## src/rtl/unit_test_run_scheduler.sv

```systemverilog
// Sequences enabled hardware test slots one at a time, times each out if needed,
// and streams per-test results to a logger while keeping pass/fail/timeout tallies.
module unit_test_run_scheduler #(
    parameter int NUM_TESTS = 8,
    parameter int TMO_W     = 16,
    parameter int ID_W      = $clog2(NUM_TESTS),
    parameter int CNT_W     = $clog2(NUM_TESTS + 1)
) (
    input  logic                 clk,
    input  logic                 rst,
    input  logic                 start,
    input  logic [NUM_TESTS-1:0] enable_mask,
    input  logic [TMO_W-1:0]     timeout_cycles,
    input  logic                 abort_req,
    output logic                 test_start,
    output logic                 test_abort,
    output logic [ID_W-1:0]      test_id,
    input  logic                 test_done,
    input  logic                 test_pass,
    output logic                 log_valid,
    input  logic                 log_ready,
    output logic [ID_W-1:0]      log_id,
    output logic [1:0]           log_status,
    output logic                 busy,
    output logic                 run_done,
    output logic                 all_pass,
    output logic [CNT_W-1:0]     pass_count,
    output logic [CNT_W-1:0]     fail_count,
    output logic [CNT_W-1:0]     timeout_count
);

    localparam logic [1:0] ST_PASS    = 2'b01;
    localparam logic [1:0] ST_FAIL    = 2'b10;
    localparam logic [1:0] ST_TIMEOUT = 2'b11;

    typedef enum logic [2:0] {
        S_IDLE, S_SELECT, S_LAUNCH, S_WAIT, S_LOG, S_FINISH
    } state_t;

    state_t               state, state_nxt;
    logic [NUM_TESTS-1:0] pending, pending_nxt;
    logic [ID_W-1:0]      idx, idx_nxt;
    logic [TMO_W-1:0]     tmo, tmo_nxt;
    logic [TMO_W-1:0]     timer, timer_nxt, timer_inc;
    logic                 abort_flag, abort_nxt;
    logic                 test_start_nxt, test_abort_nxt, log_valid_nxt;
    logic                 busy_nxt, run_done_nxt, all_pass_nxt;
    logic [ID_W-1:0]      log_id_nxt;
    logic [1:0]           log_status_nxt;
    logic [CNT_W-1:0]     pass_nxt, fail_nxt, tmo_cnt_nxt;

    // Timer counts cycles since the launch pulse and parks at all-ones.
    assign timer_inc = (timer == '1) ? timer : timer + TMO_W'(1);
    assign test_id   = idx;

    always_comb begin
        state_nxt      = state;
        pending_nxt    = pending;
        idx_nxt        = idx;
        tmo_nxt        = tmo;
        timer_nxt      = timer;
        abort_nxt      = abort_flag;
        test_start_nxt = 1'b0;
        test_abort_nxt = 1'b0;
        log_valid_nxt  = 1'b0;
        run_done_nxt   = 1'b0;
        busy_nxt       = busy;
        all_pass_nxt   = all_pass;
        log_id_nxt     = log_id;
        log_status_nxt = log_status;
        pass_nxt       = pass_count;
        fail_nxt       = fail_count;
        tmo_cnt_nxt    = timeout_count;

        if (busy && abort_req) abort_nxt = 1'b1;

        case (state)
            S_IDLE: begin
                if (start) begin
                    pending_nxt  = enable_mask;
                    tmo_nxt      = timeout_cycles;
                    idx_nxt      = '0;
                    abort_nxt    = 1'b0;
                    all_pass_nxt = 1'b0;
                    pass_nxt     = '0;
                    fail_nxt     = '0;
                    tmo_cnt_nxt  = '0;
                    busy_nxt     = 1'b1;
                    state_nxt    = S_SELECT;
                end
            end
            S_SELECT: begin
                // pending holds only slots at or above idx, so empty means the run is over.
                if (abort_flag || pending == '0) begin
                    run_done_nxt = 1'b1;
                    busy_nxt     = 1'b0;
                    all_pass_nxt = (fail_count == '0) && (timeout_count == '0);
                    state_nxt    = S_FINISH;
                end else if (!pending[idx]) begin
                    idx_nxt = idx + ID_W'(1);
                end else begin
                    test_start_nxt = 1'b1;
                    timer_nxt      = '0;
                    state_nxt      = S_LAUNCH;
                end
            end
            S_LAUNCH: begin
                timer_nxt = timer_inc;
                state_nxt = S_WAIT;
            end
            S_WAIT: begin
                timer_nxt = timer_inc;
                if (test_done) begin
                    log_status_nxt = test_pass ? ST_PASS : ST_FAIL;
                    log_id_nxt     = idx;
                    log_valid_nxt  = 1'b1;
                    state_nxt      = S_LOG;
                end else if (tmo != '0 && timer >= tmo - TMO_W'(1)) begin
                    test_abort_nxt = 1'b1;
                    log_status_nxt = ST_TIMEOUT;
                    log_id_nxt     = idx;
                    log_valid_nxt  = 1'b1;
                    state_nxt      = S_LOG;
                end
            end
            S_LOG: begin
                log_valid_nxt = 1'b1;
                if (log_ready) begin
                    log_valid_nxt = 1'b0;
                    case (log_status)
                        ST_PASS: pass_nxt    = pass_count + CNT_W'(1);
                        ST_FAIL: fail_nxt    = fail_count + CNT_W'(1);
                        default: tmo_cnt_nxt = timeout_count + CNT_W'(1);
                    endcase
                    pending_nxt = pending & ~(NUM_TESTS'(1) << idx);
                    idx_nxt     = idx + ID_W'(1);
                    state_nxt   = S_SELECT;
                end
            end
            S_FINISH: state_nxt = S_IDLE;
            default:  state_nxt = S_IDLE;
        endcase
    end

    always_ff @(posedge clk) begin
        if (rst) begin
            state         <= S_IDLE;
            pending       <= '0;
            idx           <= '0;
            abort_flag    <= 1'b0;
            test_start    <= 1'b0;
            test_abort    <= 1'b0;
            log_valid     <= 1'b0;
            log_id        <= '0;
            log_status    <= '0;
            busy          <= 1'b0;
            run_done      <= 1'b0;
            all_pass      <= 1'b0;
            pass_count    <= '0;
            fail_count    <= '0;
            timeout_count <= '0;
        end else begin
            state         <= state_nxt;
            pending       <= pending_nxt;
            idx           <= idx_nxt;
            abort_flag    <= abort_nxt;
            test_start    <= test_start_nxt;
            test_abort    <= test_abort_nxt;
            log_valid     <= log_valid_nxt;
            log_id        <= log_id_nxt;
            log_status    <= log_status_nxt;
            busy          <= busy_nxt;
            run_done      <= run_done_nxt;
            all_pass      <= all_pass_nxt;
            pass_count    <= pass_nxt;
            fail_count    <= fail_nxt;
            timeout_count <= tmo_cnt_nxt;
        end
    end

    // Timeout value and timer are only consumed after being loaded, so they carry no reset.
    always_ff @(posedge clk) begin
        tmo   <= tmo_nxt;
        timer <= timer_nxt;
    end

endmodule

```

## config.mk

```make
export PLATFORM = sky130hd
export DESIGN_NAME = unit_test_run_scheduler
export DESIGN_NICKNAME = d
export VERILOG_FILES = /design/src/rtl/unit_test_run_scheduler.sv
export SDC_FILE = /design/constraint.sdc
export NUM_CORES = 1
export LEC_CHECK = 0
export BUFFER_PORTS_ARGS = -buffer_cell sky130_fd_sc_hd__buf_2
export CAP_MARGIN = 0
export CORE_MARGIN = 2
export CORE_UTILIZATION = 60
export DETAILED_ROUTE_END_ITERATION = 8
export GPL_TIMING_DRIVEN = 0
export PLACE_DENSITY = 0.82
export SLEW_MARGIN = 20
export SYNTH_ARGS = -nofsm -noshare
export SYNTH_HDL_FRONTEND = slang
export SYNTH_SLANG_ARGS = --single-unit
```

## constraint.sdc

```tcl
create_clock -name clk -period 9.2 [get_ports clk]
set_clock_uncertainty 0.15 [all_clocks]
set_input_delay 1.84 -clock clk [delete_from_list [all_inputs] [get_ports clk]]
set_output_delay 1.84 -clock clk [all_outputs]
set_load 0.05 [all_outputs]
```

# Yosys cells after proc, flatten, opt, wreduce, memory -nomap -nowiden
# Cells that the tools add are included.
[word_totals] romBits=0 mem_count=0 wordCells=129 latchBits=0 ram_bits=0 register_bits=70
[op_classes] eq_ne=19 bitwise_logic=4 mux=51 multipliers=0 div=0 n_shift=1 add_sub_neg=6 n_lt_le_gt_ge=2 reduce_logical=29
[ops] operator="$mux W16" count=3
[ops] operator="$mux W3" count=12
[ops] operator="$pmux W16 S2" count=1
[ops] operator="$mux W4" count=7
[ops] operator="$pmux W4 S2" count=3
[ops] operator="$ne A2 B2 Y1 const B" count=10
[ops] operator="$reduce_and A4 Y1" count=5
[ops] operator="$add A16 B1 Y16 const B" count=1
[ops] operator="$eq A16 B16 Y1 const B" count=1
[ops] operator="$ge A16 B16 Y1" count=1
[ops] operator="$mux W8" count=2
[ops] operator="$pmux W8 S2" count=1
[ops] operator="$reduce_bool A16 Y1" count=1
[ops] operator="$sub A16 B1 Y16 const B" count=1
[ops] operator="$pmux W3 S5" count=1
[ops] operator="$mux W1" count=13
[ops] operator="$add A4 B1 Y4 const B" count=3
[ops] operator="$pmux W3 S3" count=1
[ops] operator="$and A8 B8 Y8" count=1
[ops] operator="$logic_not A4 Y1" count=2
[ops] operator="$logic_not A8 Y1" count=1
[ops] operator="$not A8 Y8" count=1
[ops] operator="$reduce_bool A2 Y1" count=4
[ops] operator="$shl A1 B3 Y8 const A" count=1
[ops] operator="other kinds (21)" count=35

# Logic depth before layout (Yosys ltp)
[depth] ltp_word=6 depth_mapped=12

# Least setup slack after synthesis
# Ideal clock, no wire load.
[synth_timing] path_type="input port to flip-flop" startpoint="input port start" endpoint="register tmo[0], enable pin" required_time_ps=8664 arrival_ps=2781 stages=2 setup_slack_ps=5883 path_buffers=1 setup_time_ps=386 cell_sequence="nor4b_2 > clkbuf_1"
[synth_via] elab_chain_len=1
[synth_rtl] item="start, declared" line_no="11" source="input logic start,"
[synth_rtl] item="$reduce_and A2 Y1 (no source line)"
[synth_rtl] item="end signal, assigned" line_no="183" source="tmo <= tmo_nxt;"
[synth_rtl] item="end, declared" line_no="43" source="logic [TMO_W-1:0] tmo, tmo_nxt;"
# No other way between the ends.
# A chain may end at the register's enable or synchronous reset.

# Worst setup path after layout
[layout_timing] startpoint="register tmo[2]" endpoint="register log_id[0]"
[layout_via] elab_chain_len=5
[layout_rtl] item="$sub A16 B1 Y16" line_no="118" source="end else if (tmo != '0 && timer >= tmo - TMO_W'(1)) begin"
[layout_rtl] item="$ge A16 B16 Y1" line_no="118"
[layout_rtl] item="$logic_and A1 B1 Y1 (*)" line_no="118"
[layout_rtl] item="$reduce_bool A2 Y1 (no source line) (*)"
[layout_rtl] item="$reduce_and A2 Y1 (no source line) (*)"
[layout_rtl] item="end signal, assigned" line_no="170" source="log_id <= log_id_nxt;"
[layout_rtl] item="end, declared" line_no="22" source="output logic [ID_W-1:0] log_id,"
# Every way passes the cells marked *; elsewhere a longest branch is shown, timed or not.

==> impl_metrics.yaml <==
outcome:
  status: "finished, final reports clean"
floorplan:
  die_area_sq_mm: 0.007117
  initial_utilization_pct: 61.38
  io_pins: 57
  die_h_um: 84.37
  die_w_um: 84.37
  core-area_sq_mm: 0.006314
  row_count: 29
clock_network:
  cts_tree: "built"
  cts_hold_buffers: 0
  clk_latency_ns: 0.34
  cts.clk_slew.worst_paths_ns: 0.07
  cts_setup_buffers: 0
  cts.sinks: 70
  htreeDepth: 3
  cts.path.max_buffers: 2
  numCtsBuffers: 9
  cts_resized: 0
  cts-root-buf: "clkbuf_8"
placement:
  placed_cell_area_sq_mm: 0.004254
  portBuffers: 56
  dp.final_hpwl_mm: 5.885
  place.gp.congestion: 0.8757
hold_path:
  worstHoldStart: "log_id[2]"
  hold_class: "reg2reg"
synthesis:
  synth-seq-cells: 70
  syn_inst: 393
  synth_edf_count: 32
  ys.flop_type: "dfxtp_1"
  synth_cell_types: 52
  synth_area_per_cell_sq_um: 9.860
  synthArstFlopShare_pct: 0
  seq_area_frac_synth_pct: 44.43
  synthesis.area_sq_mm: 0.003875
  yosysWarnings: 0
  synth_nets: 456
layout:
  post-route-cell-area_sq_mm: 0.004407
  nNetsFinal: 523
  drive_above_1_share_pct: 19.35
  area_delta_synth_final_pct: 13.72
  num_antenna_cells: 0
critical_path:
  crit_chain: "nor4_2 > nand2_1 > nor2b_1 > nand2_1 > xor2_1 > ha_1 > a21oi_1 > nor2b_1 > o21ai_0 > nand4_2 > a41oi_4 > mux2_4"
  start_kind: "flop"
  crit_path_max_fanout: 6
  endpoint_kind: "flop"
  cp_data_required_time_ns: 9.27
  crit_path_top_delay_cell: "nor4_2"
  critPathArrivalTime_ns: 4.07
  regToRegStartpoint: "tmo[2]"
  crit_path_start: "tmo[2]"
  slowest_delay_ns: 0.58
  worstSetupPathType: "reg2reg"
global_route:
  grt_pass1_vias: 3043
  grt_max_degree: 26
  grt_usage_pct: 24.08
  antenna_found_initial: 0
  grt_overflow: 0
  grt_pass1_wl_mm: 13.69
timing:
  period_share_pct: 43.47
  slew_headroom_pct: 46.63
  setup_violations: 0
  layout_min_cycle_time_ns: 3.999
  slew_viol_final: 0
  fmax_mhz: 250.1
  rsz0062_at_grt: "false"
  worst_slew_pin_slew_ns: 0.7997
  final_hold_viol_count: 0
  fin_setup_tns_ns: 0
route:
  first_iter_violations: 196
  remaining_drc_errors: 0
  vias: 3087
  routed_wirelength_mm: 8.294
  drtPass1Iterations: 5
  wl_per_cell_um: 15.30
  routed_via_density: 5.696
  antenna_left: 0
power_and_ir_drop:
  finalPower_w: 0.0008423
  vdd_drop_max_mv: 0.1136
  power.leakage_nw: 1.794
  power.density_mw_per_mm2: 191.1
job:
  drv_cap: 0
[power breakdown]
group          internal, W  switching (W)
clock            0.0000962       0.000109
combinational    0.0000868       0.000150
sequential        0.000366      0.0000335
[cells by family after synthesis]
| logic type | after synthesis | share of synthesized area (%) |
|---|---|---|
| flip-flops | 70 | 44.43 |
| adder cells (fa/ha/maj) | 32 | 10.33 |
| XOR/XNOR | 32 | 7.233 |
| buffers and inverters | 36 | 3.617 |
| AND/OR/NAND/NOR | 144 | 19.53 |
| AO/OA/AOI/OAI | 69 | 11.40 |
| multiplexers | 10 | 3.455 |
[synthesized netlist by cell type, types with 4 or more instances]
cell type | n | area (sq um)
nor2_1 | 47 | 176.4
xnor2_1 | 15 | 131.4
clkbuf_1 | 7 | 26.28
nand2b_1 | 9 | 56.30
or3_1 | 6 | 37.54
a21oi_1 | 34 | 170.2
o21ai_0 | 17 | 85.08
dfxtp_1 | 38 | 760.7
buf_2 | 4 | 20.02
ha_1 | 32 | 400.4
nand4_1 | 9 | 56.30
inv_1 | 24 | 90.09
nor3_1 | 6 | 30.03
edfxtp_1 | 32 | 960.9
nand3_1 | 10 | 50.05
nor4_1 | 9 | 56.30
nand2_1 | 26 | 97.59
nor2b_1 | 5 | 31.28
mux2i_1 | 6 | 60.06
xor2_1 | 17 | 148.9
[path summary, 6_finish.rpt]
check / slack [ns] / cells past startpoint / to
worst max-delay path: 5.20 / 12 / log_id[0]
worst max register to register: 5.20 / 12 / log_id[0]
worst min register to register: 0.33 / 2 / log_id[2]
worst min-delay path: 0.33 / 2 / log_id[2]
[layout by cell type, fill, tap and decap left out, drive strengths merged, types with 15 or more instances in the layout]
cell | synthesis | final
nand2 | 26 | 26
a21oi | 36 | 36
inv | 24 | 24
edfxtp | 32 | 32
nor2 | 48 | 48
buf | 5 | 61
xnor2 | 15 | 15
o21ai | 19 | 19
clkbuf | 7 | 20
ha | 32 | 32
xor2 | 17 | 17
dfxtp | 38 | 38
[layer usage]
| metal | GRT usage (%) | wire (um) | share of wire [%] |
|---|---|---|---|
| met5 | 0 | 0 | 0 |
| met1 | 28.09 | 3318 | 40 |
| met4 | 7.792 | 144 | 1.7 |
| met3 | 6.195 | 471 | 5.7 |
| met2 | 43.29 | 4359 | 53 |
[critical path: cells and delay by family, from the launching register on]
kind                       cells  cell delay (ns)
and+or+nand+nor                6             1.52
xor gates and xnor gates       1             0.17
muxes                          1             0.33
adders and majority gates      1             0.30
DFF                            1             0.47
AOI/OAI and AO/OA              3             0.94
[flip-flops by register name (all words and copies together), names as in the netlist]
signal / count
all_pass: 1
timer: 16
pending: 8
log_valid: 1
test_start: 1
busy: 1
log_status: 2
log_id: 3
fail_count: 4
tmo: 16
abort_flag: 1
timeout_count: 4
test_abort: 1
state: 3
run_done: 1
test_id: 3
pass_count: 4
[per-stage QoR]
step | setup WS (ns) | hold slack, ns | cells | util (%)
floorplan | 5.883 | 0.3091 | 393 | -
global placement | 5.461 | 0.3129 | 526 | 67.34
detailed placement | 5.377 | 0.3123 | 526 | 67.38
CTS | 5.247 | 0.3296 | 542 | 69.78
global route | 4.888 | 0.3474 | 542 | 69.80
finish | 5.201 | 0.3277 | 542 | 69.80
[cell type report]
class,count,area [sq um]
Buffer,12,51.30
Fill cell,512,1907
Clock buffer,13,138.9
Multi-Input combinational cell,287,2016
Timing Repair Buffer,56,280.3
Tap cell,77,96.34
Clock inverter,3,12.51
Sequential cell,70,1722
Inverter,24,90.09
Note: power is estimated with default switching activity, not from simulation.
